**src/rtl/uart_baud_gen_frac.sv**
```systemverilog
// Fractional-divisor baud generator: oversampled RX tick and 1x TX bit tick from one clock.
// Divisor is runtime-loadable; the RX phase can be restarted on a start-bit edge.

module uart_baud_gen_frac_chan #(
  parameter int DIV_INT_W  = 16,
  parameter int DIV_FRAC_W = 4
) (
  input  logic                  clk,
  input  logic                  rst,
  input  logic                  run,
  input  logic                  restart,
  input  logic [DIV_INT_W-1:0]  cur_int,
  input  logic [DIV_FRAC_W-1:0] cur_frac,
  output logic                  period_end
);

  localparam int CW = DIV_INT_W + 1;

  logic [CW-1:0]         cnt;
  logic [CW-1:0]         per;
  logic [DIV_FRAC_W-1:0] acc;
  logic                  extra;
  logic [DIV_FRAC_W:0]   sum;

  // Period length is cur_int plus the carry left by the previous period's phase step.
  assign per        = {1'b0, cur_int} + CW'(extra);
  assign sum        = {1'b0, acc} + {1'b0, cur_frac};
  assign period_end = run && !restart && (cnt + CW'(1) == per);

  always_ff @(posedge clk or posedge rst) begin
    if (rst) begin
      cnt   <= '0;
      acc   <= '0;
      extra <= 1'b0;
    end else if (!run || restart) begin
      cnt   <= '0;
      acc   <= '0;
      extra <= 1'b0;
    end else if (period_end) begin
      cnt   <= '0;
      acc   <= sum[DIV_FRAC_W-1:0];
      extra <= sum[DIV_FRAC_W];
    end else begin
      cnt   <= cnt + CW'(1);
    end
  end

endmodule

module uart_baud_gen_frac #(
  parameter int CLK_FREQ   = 50000000,
  parameter int DEF_BAUD   = 115200,
  parameter int OVERSAMPLE = 16,
  parameter int DIV_INT_W  = 16,
  parameter int DIV_FRAC_W = 4
) (
  input  logic                  clk,
  input  logic                  rst,
  input  logic                  en,
  input  logic [DIV_INT_W-1:0]  div_int,
  input  logic [DIV_FRAC_W-1:0] div_frac,
  input  logic                  div_load,
  input  logic                  rx_resync,
  output logic                  rx_tick,
  output logic                  tx_tick,
  output logic [DIV_INT_W-1:0]  cur_int,
  output logic [DIV_FRAC_W-1:0] cur_frac,
  output logic                  div_err
);

  localparam longint unsigned Q_RST =
    (longint'(CLK_FREQ) << DIV_FRAC_W) / (longint'(DEF_BAUD) * longint'(OVERSAMPLE));
  localparam logic [DIV_INT_W-1:0]  RST_INT  = DIV_INT_W'(Q_RST >> DIV_FRAC_W);
  localparam logic [DIV_FRAC_W-1:0] RST_FRAC = DIV_FRAC_W'(Q_RST);
  localparam int SUB_W = $clog2(OVERSAMPLE);

  // div_load and rx_resync are single-cycle strobes sampled on the clock edge; there is
  // no back-pressure. All outputs are single-cycle registered pulses except cur_int/cur_frac.
  logic             load_ok;
  logic             rx_restart;
  logic             rx_end;
  logic             tx_end;
  logic [SUB_W-1:0] sub;

  assign load_ok    = div_load && (div_int >= DIV_INT_W'(2));
  assign rx_restart = load_ok || rx_resync;

  uart_baud_gen_frac_chan #(
    .DIV_INT_W (DIV_INT_W),
    .DIV_FRAC_W(DIV_FRAC_W)
  ) u_rx_chan (
    .clk       (clk),
    .rst       (rst),
    .run       (en),
    .restart   (rx_restart),
    .cur_int   (cur_int),
    .cur_frac  (cur_frac),
    .period_end(rx_end)
  );

  uart_baud_gen_frac_chan #(
    .DIV_INT_W (DIV_INT_W),
    .DIV_FRAC_W(DIV_FRAC_W)
  ) u_tx_chan (
    .clk       (clk),
    .rst       (rst),
    .run       (en),
    .restart   (load_ok),
    .cur_int   (cur_int),
    .cur_frac  (cur_frac),
    .period_end(tx_end)
  );

  always_ff @(posedge clk or posedge rst) begin
    if (rst) begin
      cur_int  <= RST_INT;
      cur_frac <= RST_FRAC;
      div_err  <= 1'b0;
      rx_tick  <= 1'b0;
    end else begin
      if (load_ok) begin
        cur_int  <= div_int;
        cur_frac <= div_frac;
      end
      div_err <= div_load && !load_ok;
      rx_tick <= rx_end;
    end
  end

  // A bit lasts OVERSAMPLE TX periods; the tick marks the period that wraps the sub-counter.
  always_ff @(posedge clk or posedge rst) begin
    if (rst) begin
      sub     <= '0;
      tx_tick <= 1'b0;
    end else if (!en || load_ok) begin
      sub     <= '0;
      tx_tick <= 1'b0;
    end else if (tx_end) begin
      sub     <= sub + SUB_W'(1);
      tx_tick <= (sub == SUB_W'(OVERSAMPLE - 1));
    end else begin
      tx_tick <= 1'b0;
    end
  end

endmodule

```
**config.mk**
```make
export PLATFORM = sky130hd
export DESIGN_NAME = uart_baud_gen_frac
export DESIGN_NICKNAME = d
export VERILOG_FILES = /design/src/rtl/uart_baud_gen_frac.sv
export SDC_FILE = /design/constraint.sdc
export NUM_CORES = 1
export LEC_CHECK = 0
export CAP_MARGIN = 20
export CORE_MARGIN = 2
export CORE_UTILIZATION = 55
export CTS_CLUSTER_SIZE = 8
export DETAILED_ROUTE_END_ITERATION = 6
export MAX_ROUTING_LAYER = met4
export PLACE_DENSITY_LB_ADDON = 0.08
export SETUP_SLACK_MARGIN = 0.1
export SYNTH_ARGS = -nofsm -noshare
export SYNTH_HDL_FRONTEND = slang
export SYNTH_SLANG_ARGS = --single-unit
export TNS_END_PERCENT = 30
```
**constraint.sdc**
```tcl
create_clock -name clk -period 8.9 [get_ports clk]
set_clock_uncertainty 0.1 [all_clocks]
set_input_delay 0.89 -clock clk [delete_from_list [all_inputs] [get_ports clk]]
set_output_delay 0.89 -clock clk [all_outputs]
set_load 0.01 [all_outputs]
```
==> results.txt, run 1 <==
GRT Util Overall - 26.46%
CTS Buf Count - 9
Vias/cell - 6.248
Slew Viols, Final - 0
synth warn - 0
fmax - 254.4 MHz
die height - 97.27 um
number of DRC markers in iteration 0 - 299
crit path cell chain - ha_1 -> ha_1 -> nand3_1 -> o21a_1 -> or4_1 -> a211oi_1 -> and4_1 -> and3_1 -> a211oi_1
register area share after synthesis - 37.26%
Initial Util - 55.68%
Setup CP Type - reg -> reg
Area Overhead vs Synth - 15.69%
synthesis-stage register bit count - 71
CTS tree - built
WP data required - 8990 ps
length in cells of the worst reg-to-reg path - 9
final critical-path share of the clock period - 44.17%
RSZ-0062 raised after global routing - false
ranking of synthesized cells by area - dfrtp_1 35%, xnor2_1 10%, mux2_2 4.5%
HP Class - reg -> reg
CP Capture Type - flop
input/output buffers - 47
H-tree Lvls - 3
Nets - 561
first-pass GRT wire length - 19640 um
Worst-Skew Late Latency - 350 ps
die width - 97.27 um
Root Driver - clkbuf_8
routability cong. - 0.8766
Core Box Area - 8593 um2
Worst-path clk slew - 80 ps
Pwr Density - 145.3 nW/um2
Worst setup SP type - flop
vias in the first global route - 3961
leakage - 2.095 nW
worst stage delay on the critical path - 810 ps
reg-to-reg slack, setup - 4970 ps
largest net degree at the start of global routing - 72
Setup Fix Bufs, Post-CTS - 0
Post-Layout Cell Count - 632
Netlist cell types - 53
layout cells sized above 1 - 12.98%
maximum fanout along the worst path - 19
total clock sinks - 71
RR Startpoint - cur_int[0]$_DFFE_PP1P_
cts hold-fix bufs - 0
VDD IR max - 0.0001081 V
total chip power - 804.2 uW
Vias - 3949
most common cell in the netlist - dfrtp_1
Post-synth EDFFs - 0
Post-Syn Area - 4785 um2
final core occ - 64.41%
Final Setup Violations - 0
drt wl/cell - 18.30 um
status - finished, final reports clean
crit path DAT - 4020 ps
Syn Nets - 526
Post-synth top cells - 66 x dfrtp_1, 56 x xnor2_1, 38 x nor3_1, 29 x nand2_1, 28 x nand4_1
Remaining Overflow, GRT - 0
CP max-delay cell - and3_1
Hold Vio Cnt, Final - 0
Async SR Flop Fraction - 100.0%
largest area contributor in the netlist - dfrtp_1
# rows - 34
Mapped Cells - 484
worst-margin pin slew - 919.8 ps
final wirelength - 11570 um
hpwl dp - 8629 um
Inst Count DP - 615
share of the synthesized area in the top cell type - 34.52%
post-CTS resize count - 0
Routed Antenna Nets - 0
pre-CTS setup slack - 4502 ps
die outline area - 9461 um2
setup TNS - 0 ps
syn avg cell area - 9.886 um2
Longest Clk Path Bufs - 2
RR Endpoint - u_rx_chan.extra$_DFFE_PP0P_
Relative slew margins - 38.68%
IO Pins - 48
Pre-antenna DRT Iters - 5
final worst slack - 4969 ps
antenna violations before repair - 0
ANT cells - 0
Synth Flop Type - dfrtp_1
DRC Markers - 0
CP startpoint - cur_int[0]$_DFFE_PP1P_
# Max-Cap Violations - 0
crit path capture - u_rx_chan.extra$_DFFE_PP0P_
final worst path period need - 3931 ps
layer usage:
metal / share of wire (%) / global-route usage (%) / vias up
li1: - / - / 1896
met1: 46 / 36.30 / 1914
met2: 47 / 39.80 / 120
met3: 5.8 / 5.036 / 19
met4: 1.6 / 9.081 / 0
met5: 0 / - / -
critical path: cells and delay by family, from the launching register on:
kind	cells	cell delay, ps
AOI/OAI and AO/OA	3	730
and+or+nand+nor	4	1880
DFF	1	590
adders and majority gates	2	470
cell families after synthesis:
logic type,synth area share [%]
adder cells (fa/ha/maj),4.759
flip-flops,37.26
XOR/XNOR,12.92
AND/OR/NAND/NOR,26.91
buffers and inverters,3.452
AO/OA/AOI/OAI,8.342
multiplexers,6.355
power by group:
group          switching, mW  leakage (nW)  total, mW  internal, mW
Clock                  0.132         0.127      0.328         0.196
Combinational         0.0548          1.03      0.115        0.0601
Sequential            0.0276         0.940      0.361         0.334
Total                  0.214          2.10      0.804         0.590
registers in the layout (all words and copies together) (netlist names):
register and flops:
cur_frac 4, cur_int 16, div_err 1, rx_tick 1
sub 4, tx_tick 1, u_rx_chan.acc 4, u_rx_chan.cnt 17
u_rx_chan.extra 1, u_tx_chan.acc 4, u_tx_chan.cnt 17, u_tx_chan.extra 1
cell usage in the layout (no fill, tap or decap), types with 3 or more instances in the layout:
master,instances
inv_1,6
ha_1,15
and2_1,4
o22ai_1,4
a21oi_1,7
nor4_1,23
dfrtp_1,66
nor3_1,38
or3_1,4
mux2_2,19
a211o_1,3
nand2_1,29
o31a_1,5
a211oi_1,6
a21o_1,3
o211ai_1,4
clkbuf_8,10
nand4_2,4
o31ai_1,5
or4_1,7
nand3_1,20
xnor2_1,56
nand4_1,28
nand2b_1,5
clkdlybuf4s50_1,47
nor3_2,11
and3_1,5
xor2_1,12
bufinv_16,3
and4_1,6
dfstp_2,5
nor2_1,14
mux2i_1,9
o21ai_0,5
nand3_2,4
o21a_1,7
final cells by class:
cell class | instances | area (um2)
Multi-Input combinational cell | 380 | 2836
Clock inverter | 6 | 116.4
Inverter | 7 | 26.28
Timing Repair Buffer | 50 | 500.5
Tap cell | 108 | 135.1
Fill cell | 709 | 3058
Clock buffer | 10 | 137.6
Sequential cell | 71 | 1783
metrics by stage:
step	area, um2	hold slack, ps
after floorplan	4785	385.9
after global placement	5259	403.2
after detailed placement	5266	415.8
after CTS	5520	427.5
after global routing	5535	449.8
final	5535	425.4
worst min-delay path by stage:
stage | end | cells past startpoint | startpoint
global route | u_tx_chan.cnt[0]$_DFF_PP0_ | 1 | u_tx_chan.cnt[0]$_DFF_PP0_
CTS | u_tx_chan.cnt[0]$_DFF_PP0_ | 1 | u_tx_chan.cnt[0]$_DFF_PP0_
detailed placement | u_tx_chan.cnt[0]$_DFF_PP0_ | 1 | u_tx_chan.cnt[0]$_DFF_PP0_
floorplan | u_tx_chan.cnt[0]$_DFF_PP0_ | 1 | u_tx_chan.cnt[0]$_DFF_PP0_
finish | u_tx_chan.cnt[0]$_DFF_PP0_ | 1 | u_tx_chan.cnt[0]$_DFF_PP0_
global placement | u_tx_chan.cnt[0]$_DFF_PP0_ | 1 | u_tx_chan.cnt[0]$_DFF_PP0_
Note: power is estimated with default switching activity, not from simulation.
==> run 2: changes to the inputs <==
- CORE_UTILIZATION: 55 -> 52
- clock period: 8.9 -> 3.4 ns (I/O delays scaled with it)
==> run 2 against run 1 <==
Effect of this change:
- core utilization fell by 1.7 points
- sequential share of layout area down 0.87 points
- largest power group unchanged
- critical path type unchanged
- cell count up 3.0%
- wire length is 4.1% higher
- highest routed layer unchanged
==> results.txt, run 2 (same netlist as run 1, synthesis figures left out) <==
total clock sinks - 71 (unchanged)
die outline area - 9984 um2 (+5.5%)
total chip power - 2.122 mW (+160%)
worst stage delay on the critical path - 580 ps (-230 ps)
crit path cell chain - ha_1 -> ha_1 -> nand4_1 -> nor4_2 -> xor2_1 -> xnor2_1 -> or4b_4 -> or4_1 -> nor3_2
Core Box Area - 9065 um2 (+5.5%)
status - finished, final reports clean
Root Driver - clkbuf_8
H-tree Lvls - 3 (unchanged)
Vias - 4053 (+2.6%)
leakage - 2.176 nW (+3.8%)
fmax - 310.8 MHz (+22%)
Remaining Overflow, GRT - 0 (unchanged)
Filler cells - 748 (+5.5%)
largest registers - u_rx_chan.cnt x17, u_tx_chan.cnt x17, cur_int x16
DRC Markers - 0 (unchanged)
cell mode on critical path - ha_1
die height - 99.92 um (+2.7%)
first-pass GRT wire length - 19810 um (+0.88%)
layout cells sized above 1 - 15.93% (+2.9 points)
# Max-Cap Violations - 0 (unchanged)
Final Setup Violations - 0 (unchanged)
final critical-path share of the clock period - 94.64% (+50 points)
CTS Buf Count - 9 (unchanged)
CP max-delay cell - or4_1
Area Overhead vs Synth - 18.91%
IO Pins - 48 (unchanged)
RR Startpoint - cur_int[0]$_DFFE_PP1P_
Nets - 577 (+2.9%)
pre-CTS setup slack - 150.2 ps (-4352 ps)
setup TNS - 0 ps (unchanged)
GRT Util Overall - 26.12% (-0.34 points)
final worst slack - 182.1 ps (-4787 ps)
final wirelength - 12040 um (+4.1%)
crit path DAT - 3410 ps (-610 ps)
Worst-Skew Late Latency - 370 ps (+20 ps)
Longest Clk Path Bufs - 2 (unchanged)
final worst path period need - 3218 ps (-712.9 ps)
input/output buffers - 47 (unchanged)
Relative slew margins - 51.41% (+13 points)
VDD IR max - 0.0002253 V (+110%)
reg-to-reg slack, setup - 180 ps (-4790 ps)
Vias/cell - 6.226 (-0.36%)
most frequent cells in the layout - 66 x dfrtp_1, 56 x xnor2_1, 47 x clkdlybuf4s50_1
vias in the first global route - 3883 (-2.0%)
length in cells of the worst reg-to-reg path - 9 (unchanged)
maximum fanout along the worst path - 4 (-15)
Worst-path clk slew - 80 ps (about the same)
die width - 99.92 um (+2.7%)
Slew Viols, Final - 0 (unchanged)
CP Capture Type - flop
Pre-antenna DRT Iters - 5 (unchanged)
most common cell after layout, fill and taps aside - dfrtp_1
Worst setup SP type - flop
CTS tree - built
antenna violations before repair - 0 (unchanged)
routability cong. - 0.9434 (+7.6%)
ANT cells - 0 (unchanged)
number of DRC markers in iteration 0 - 204 (-32%)
Setup CP Type - reg -> reg
RSZ-0062 raised after global routing - true
Hold Vio Cnt, Final - 0 (unchanged)
WP data required - 3590 ps (-5400 ps)
worst-margin pin slew - 727.8 ps (-192.0 ps)
HP Class - in -> async
Pwr Density - 372.9 nW/um2 (+160%)
busiest layer in global routing - met2
met1 Use GR - 36.59% (+0.28 points)
GR Util met3 - 5.501% (+0.47 points)
GRT met2 Usage - 38.46% (-1.3 points)
largest net degree at the start of global routing - 39 (-46%)
Routed Antenna Nets - 0 (unchanged)
drt wl/cell - 18.49 um (+1.1%)
Initial Util - 52.78% (-2.9 points)
RR Endpoint - tx_tick$_DFF_PP0_
hpwl dp - 9145 um (+6.0%)
# rows - 35 (+2.9%)
-- run 2: through the flow --
step / hold WS [ps] / std cells / instance area, um2 / utilization [%]
after floorplan: 346.2 / 484 / 4785 / -
after global placement: 419.8 / 632 / 5388 / 59.43
after detailed placement: 429.6 / 632 / 5388 / 59.43
after CTS: 344.7 / 648 / 5643 / 62.25
after global routing: 406.9 / 651 / 5689 / 62.76
final: 317.1 / 651 / 5689 / 62.76
-- run 2: cell type report --
class / count / area, um2 / area share (%)
clock buffers: 11 / 151.4 / 2.661
clock inverters: 5 / 103.9 / 1.825
inverters: 7 / 26.28 / 0.4618
multi-input cells: 380 / 2860 / 50.27
flip-flops and latches: 71 / 1783 / 31.34
well taps: 111 / 138.9 / 2.441
repair buffers: 66 / 625.6 / 11.00
-- run 2: repair_timing --
action / CTS / global route
setup buffers: 0 / 3
endpoints found under the setup margin: 0 / 32
gates resized for setup: 0 / 4
hold buffers: 0 / 0
hold endpoints to repair: 0 / 0
-- run 2: report_power, final --
part / leakage, nW / internal [mW] / total, mW / switching, mW
sequential: 0.940 / 0.874 / 0.941 / 0.0672
combinational: 1.11 / 0.165 / 0.319 / 0.153
clock: 0.130 / 0.527 / 0.862 / 0.335
-- run 2: worst max path at each step --
| stage | start | to |
|---|---|---|
| floorplan | cur_int[0]$_DFFE_PP1P_ | u_rx_chan.cnt[10]$_DFF_PP0_ |
| global placement | cur_int[0]$_DFFE_PP1P_ | u_tx_chan.cnt[2]$_DFF_PP0_ |
| detailed placement | cur_int[0]$_DFFE_PP1P_ | u_tx_chan.cnt[15]$_DFF_PP0_ |
| CTS | cur_int[0]$_DFFE_PP1P_ | u_tx_chan.cnt[15]$_DFF_PP0_ |
| global route | cur_int[0]$_DFFE_PP1P_ | tx_tick$_DFF_PP0_ |
| finish | cur_int[0]$_DFFE_PP1P_ | tx_tick$_DFF_PP0_ |
-- run 2: per-layer routing --
| metal | up-vias | wire length (um) |
|---|---|---|
| met4 | 0 | 219 |
| met5 | - | 0 |
| met2 | 124 | 5478 |
| li1 | 1919 | - |
| met3 | 30 | 709 |
| met1 | 1980 | 5631 |
-- run 2: critical path: cells and delay by family, from the launching register on --
kind,cells,cell delay (ps)
XOR/XNOR,2,350
flip-flops,1,560
AND/OR/NAND/NOR,5,1770
adder cells (fa/ha/maj),2,380
==> run 3: changes to the inputs <==
- CORE_MARGIN: 2 -> 3
- PLACE_DENSITY: not set -> 0.75
- PLACE_DENSITY_LB_ADDON: 0.08 -> not set
==> run 3 against run 2 <==
Effect of this change:
- first-iteration DRC count increased by 78%
- critical path type unchanged
- largest cell class unchanged
- sequential share of layout area about the same
- clock power decreased by 12%
- critical endpoint is now u_tx_chan.cnt[1]$_DFF_PP0_
==> results.txt, run 3 (same netlist as run 1, synthesis figures left out) <==
crit path DAT - 3370 ps (-40 ps)
cell mode on critical path - buf_4
fmax - 311.3 MHz (+0.17%)
final wirelength - 12020 um (-0.17%)
Combinational Power Share - 16.3% (+1.3 points)
worst stage delay on the critical path - 680 ps (+100 ps)
Root Driver - clkbuf_8
Top Family by Delay on Critical Path - simple AND/OR/NAND/NOR gates
final worst path period need - 3212 ps (-5.418 ps)
crit path capture - u_tx_chan.cnt[1]$_DFF_PP0_
worst-margin pin slew - 715.7 ps (-12.13 ps)
leakage - 2.170 nW (-0.27%)
RR Endpoint - u_tx_chan.cnt[1]$_DFF_PP0_
CP Capture Type - flop
internal power - 1.463 mW (-6.6%)
Switching Fraction - 27.79% (+1.6 points)
final worst slack - 187.6 ps (+5.418 ps)
Final Setup Violations - 0 (unchanged)
Core Box Area - 8848 um2 (-2.4%)
number of DRC markers in iteration 0 - 364 (+78%)
routability cong. - 0.8649 (-8.3%)
VDD IR max - 0.0002284 V (+1.3%)
CP startpoint - cur_int[3]$_DFFE_PP1P_
Worst setup SP type - flop
GRT Util Overall - 24.70% (-1.4 points)
status - finished, final reports clean
reg-to-reg slack, setup - 190 ps (about the same)
Design Area, Final - 5688 um2 (about the same)
ANT cells - 0 (unchanged)
RSZ-0062 raised after global routing - true
wire length on met2 - 5696 um (+4.0%)
Slew Viols, Final - 0 (unchanged)
WL met1 - 5441 um (-3.4%)
most frequent cells in the layout - 66 x dfrtp_1, 56 x xnor2_1, 47 x clkdlybuf4s50_1
maximum fanout along the worst path - 11 (+7)
IO Pins - 48 (unchanged)
Top Layer Used - met4
Levels on crit path - 9 (unchanged)
Vias - 4078 (+0.62%)
Clk network pwr share - 37.6% (-3.0 points)
final critical-path share of the clock period - 94.48% (-0.16 points)
Sw Pwr - 563.0 uW (+1.4%)
dpl cell area - 5411 um2 (+0.44%)
# Max-Cap Violations - 0 (unchanged)
CTS tree - built
largest registers - u_rx_chan.cnt x17, u_tx_chan.cnt x17, cur_int x16
crit path cell chain - nand4_2 -> buf_4 -> or4_1 -> o211ai_1 -> nand4b_1 -> nor3_1 -> buf_4 -> nand3_2 -> and3_1
die width - 101.9 um (+2.0%)
vias in the first global route - 4025 (+3.7%)
Nets - 580 (+0.52%)
Worst-Skew Late Latency - 360 ps (about the same)
H-tree Lvls - 3 (unchanged)
met3 wire length - 754 um (+6.3%)
Pre-antenna DRT Iters - 5 (unchanged)
total clock sinks - 71 (unchanged)
Remaining Overflow, GRT - 0 (unchanged)
antenna violations before repair - 0 (unchanged)
largest net degree at the start of global routing - 72 (+85%)
Worst-path clk slew - 90 ps (about the same)
Routed Antenna Nets - 0 (unchanged)
most common cell after layout, fill and taps aside - dfrtp_1
Pwr Density - 356.2 nW/um2 (-4.5%)
Hold Vio Cnt, Final - 0 (unchanged)
first-pass GRT wire length - 19470 um (-1.7%)
Setup CP Type - reg -> reg
Vias/cell - 6.264 (+0.62%)
layout cells sized above 1 - 16.94% (+1.0 points)
RR Startpoint - cur_int[3]$_DFFE_PP1P_
# rows - 34 (-2.9%)
HP Class - in -> async
drt wl/cell - 18.46 um (-0.17%)
input/output buffers - 47 (unchanged)
Initial Util - 54.07% (+1.3 points)
die height - 101.9 um (+2.0%)
CP max-delay cell - dfstp_2
DRC Markers - 0 (unchanged)
register share of total power - 46.1% (+1.7 points)
WP data required - 3560 ps (-30 ps)
hpwl dp - 8685 um (-5.0%)
Longest Clk Path Bufs - 2 (unchanged)
CTS Buf Count - 9 (unchanged)
die outline area - 10390 um2 (+4.0%)
length in cells of the worst reg-to-reg path - 9 (unchanged)
setup TNS - 0 ps (unchanged)
Area Overhead vs Synth - 18.88% (about the same)
CP bufs+invs - 2 (+2)
pre-CTS setup slack - 206.2 ps (+55.98 ps)
Relative slew margins - 52.29% (+0.88 points)
-- run 3: power by group through the flow --
stage,clock network [mW],registers [mW],logic [mW]
2_1_floorplan,0,0.929,0.200
3_3_place_gp,0,0.945,0.313
3_5_place_dp,0,0.947,0.320
4_1_cts,0.773,0.931,0.324
5_1_grt,0.810,0.940,0.358
6_report,0.761,0.934,0.331
-- run 3: how the worst min path moves through the flow --
stage / from / to / slack (ps) / depth (start not counted)
floorplan: div_load / div_err$_DFF_PP0_ / 350 / 2
global placement: u_tx_chan.cnt[0]$_DFF_PP0_ / u_tx_chan.cnt[0]$_DFF_PP0_ / 410 / 1
detailed placement: u_tx_chan.cnt[0]$_DFF_PP0_ / u_tx_chan.cnt[0]$_DFF_PP0_ / 410 / 1
CTS: rst / sub[2]$_DFFE_PP0P_ / 290 / 3
global route: rst / tx_tick$_DFF_PP0_ / 320 / 3
finish: rst / sub[0]$_DFFE_PP0P_ / 260 / 3
-- run 3: routing by layer --
metal	vias to the layer above	GRT usage, %
met5	-	-
met3	15	5.188
met4	0	5.348
li1	1928	-
met1	1972	32.49
met2	163	39.69
-- run 3: worst reg2reg max path, delay by kind of cell (launching register included) --
| kind | cells | cell delay, ps |
|---|---|---|
| compound gates | 1 | 160 |
| flops | 1 | 680 |
| simple gates | 6 | 1750 |
| buf+inv | 2 | 430 |
-- run 3: cell type report --
type,instances,area [um2]
multi-input combinational,380,2863
fill,725,3161
clock buffer,10,127.6
tap,108,135.1
clock inverter,6,92.59
sequential,71,1783
timing repair buffer,69,660.6
inverter,7,26.28
-- run 3: stage by stage --
| step | hold WS [ps] | power (mW) | cells | util (%) |
|---|---|---|---|---|
| 2_1_floorplan | 346.2 | 1.128 | 484 | - |
| 3_3_place_gp | 406.1 | 1.259 | 631 | 61.16 |
| 3_5_place_dp | 407.7 | 1.267 | 631 | 61.16 |
| 4_1_cts | 289.6 | 2.029 | 647 | 63.65 |
| 5_1_grt | 315.7 | 2.108 | 651 | 64.28 |
| 6_report | 262.2 | 2.026 | 651 | 64.28 |
-- run 3: what timing repair did --
| action | 4_1_cts | 5_1_grt |
|---|---|---|
| endpoints found under the setup margin | 0 | 31 |
| hold buffers | 0 | 0 |
| buffers inserted | 0 | 4 |
| resized for setup | 0 | 8 |
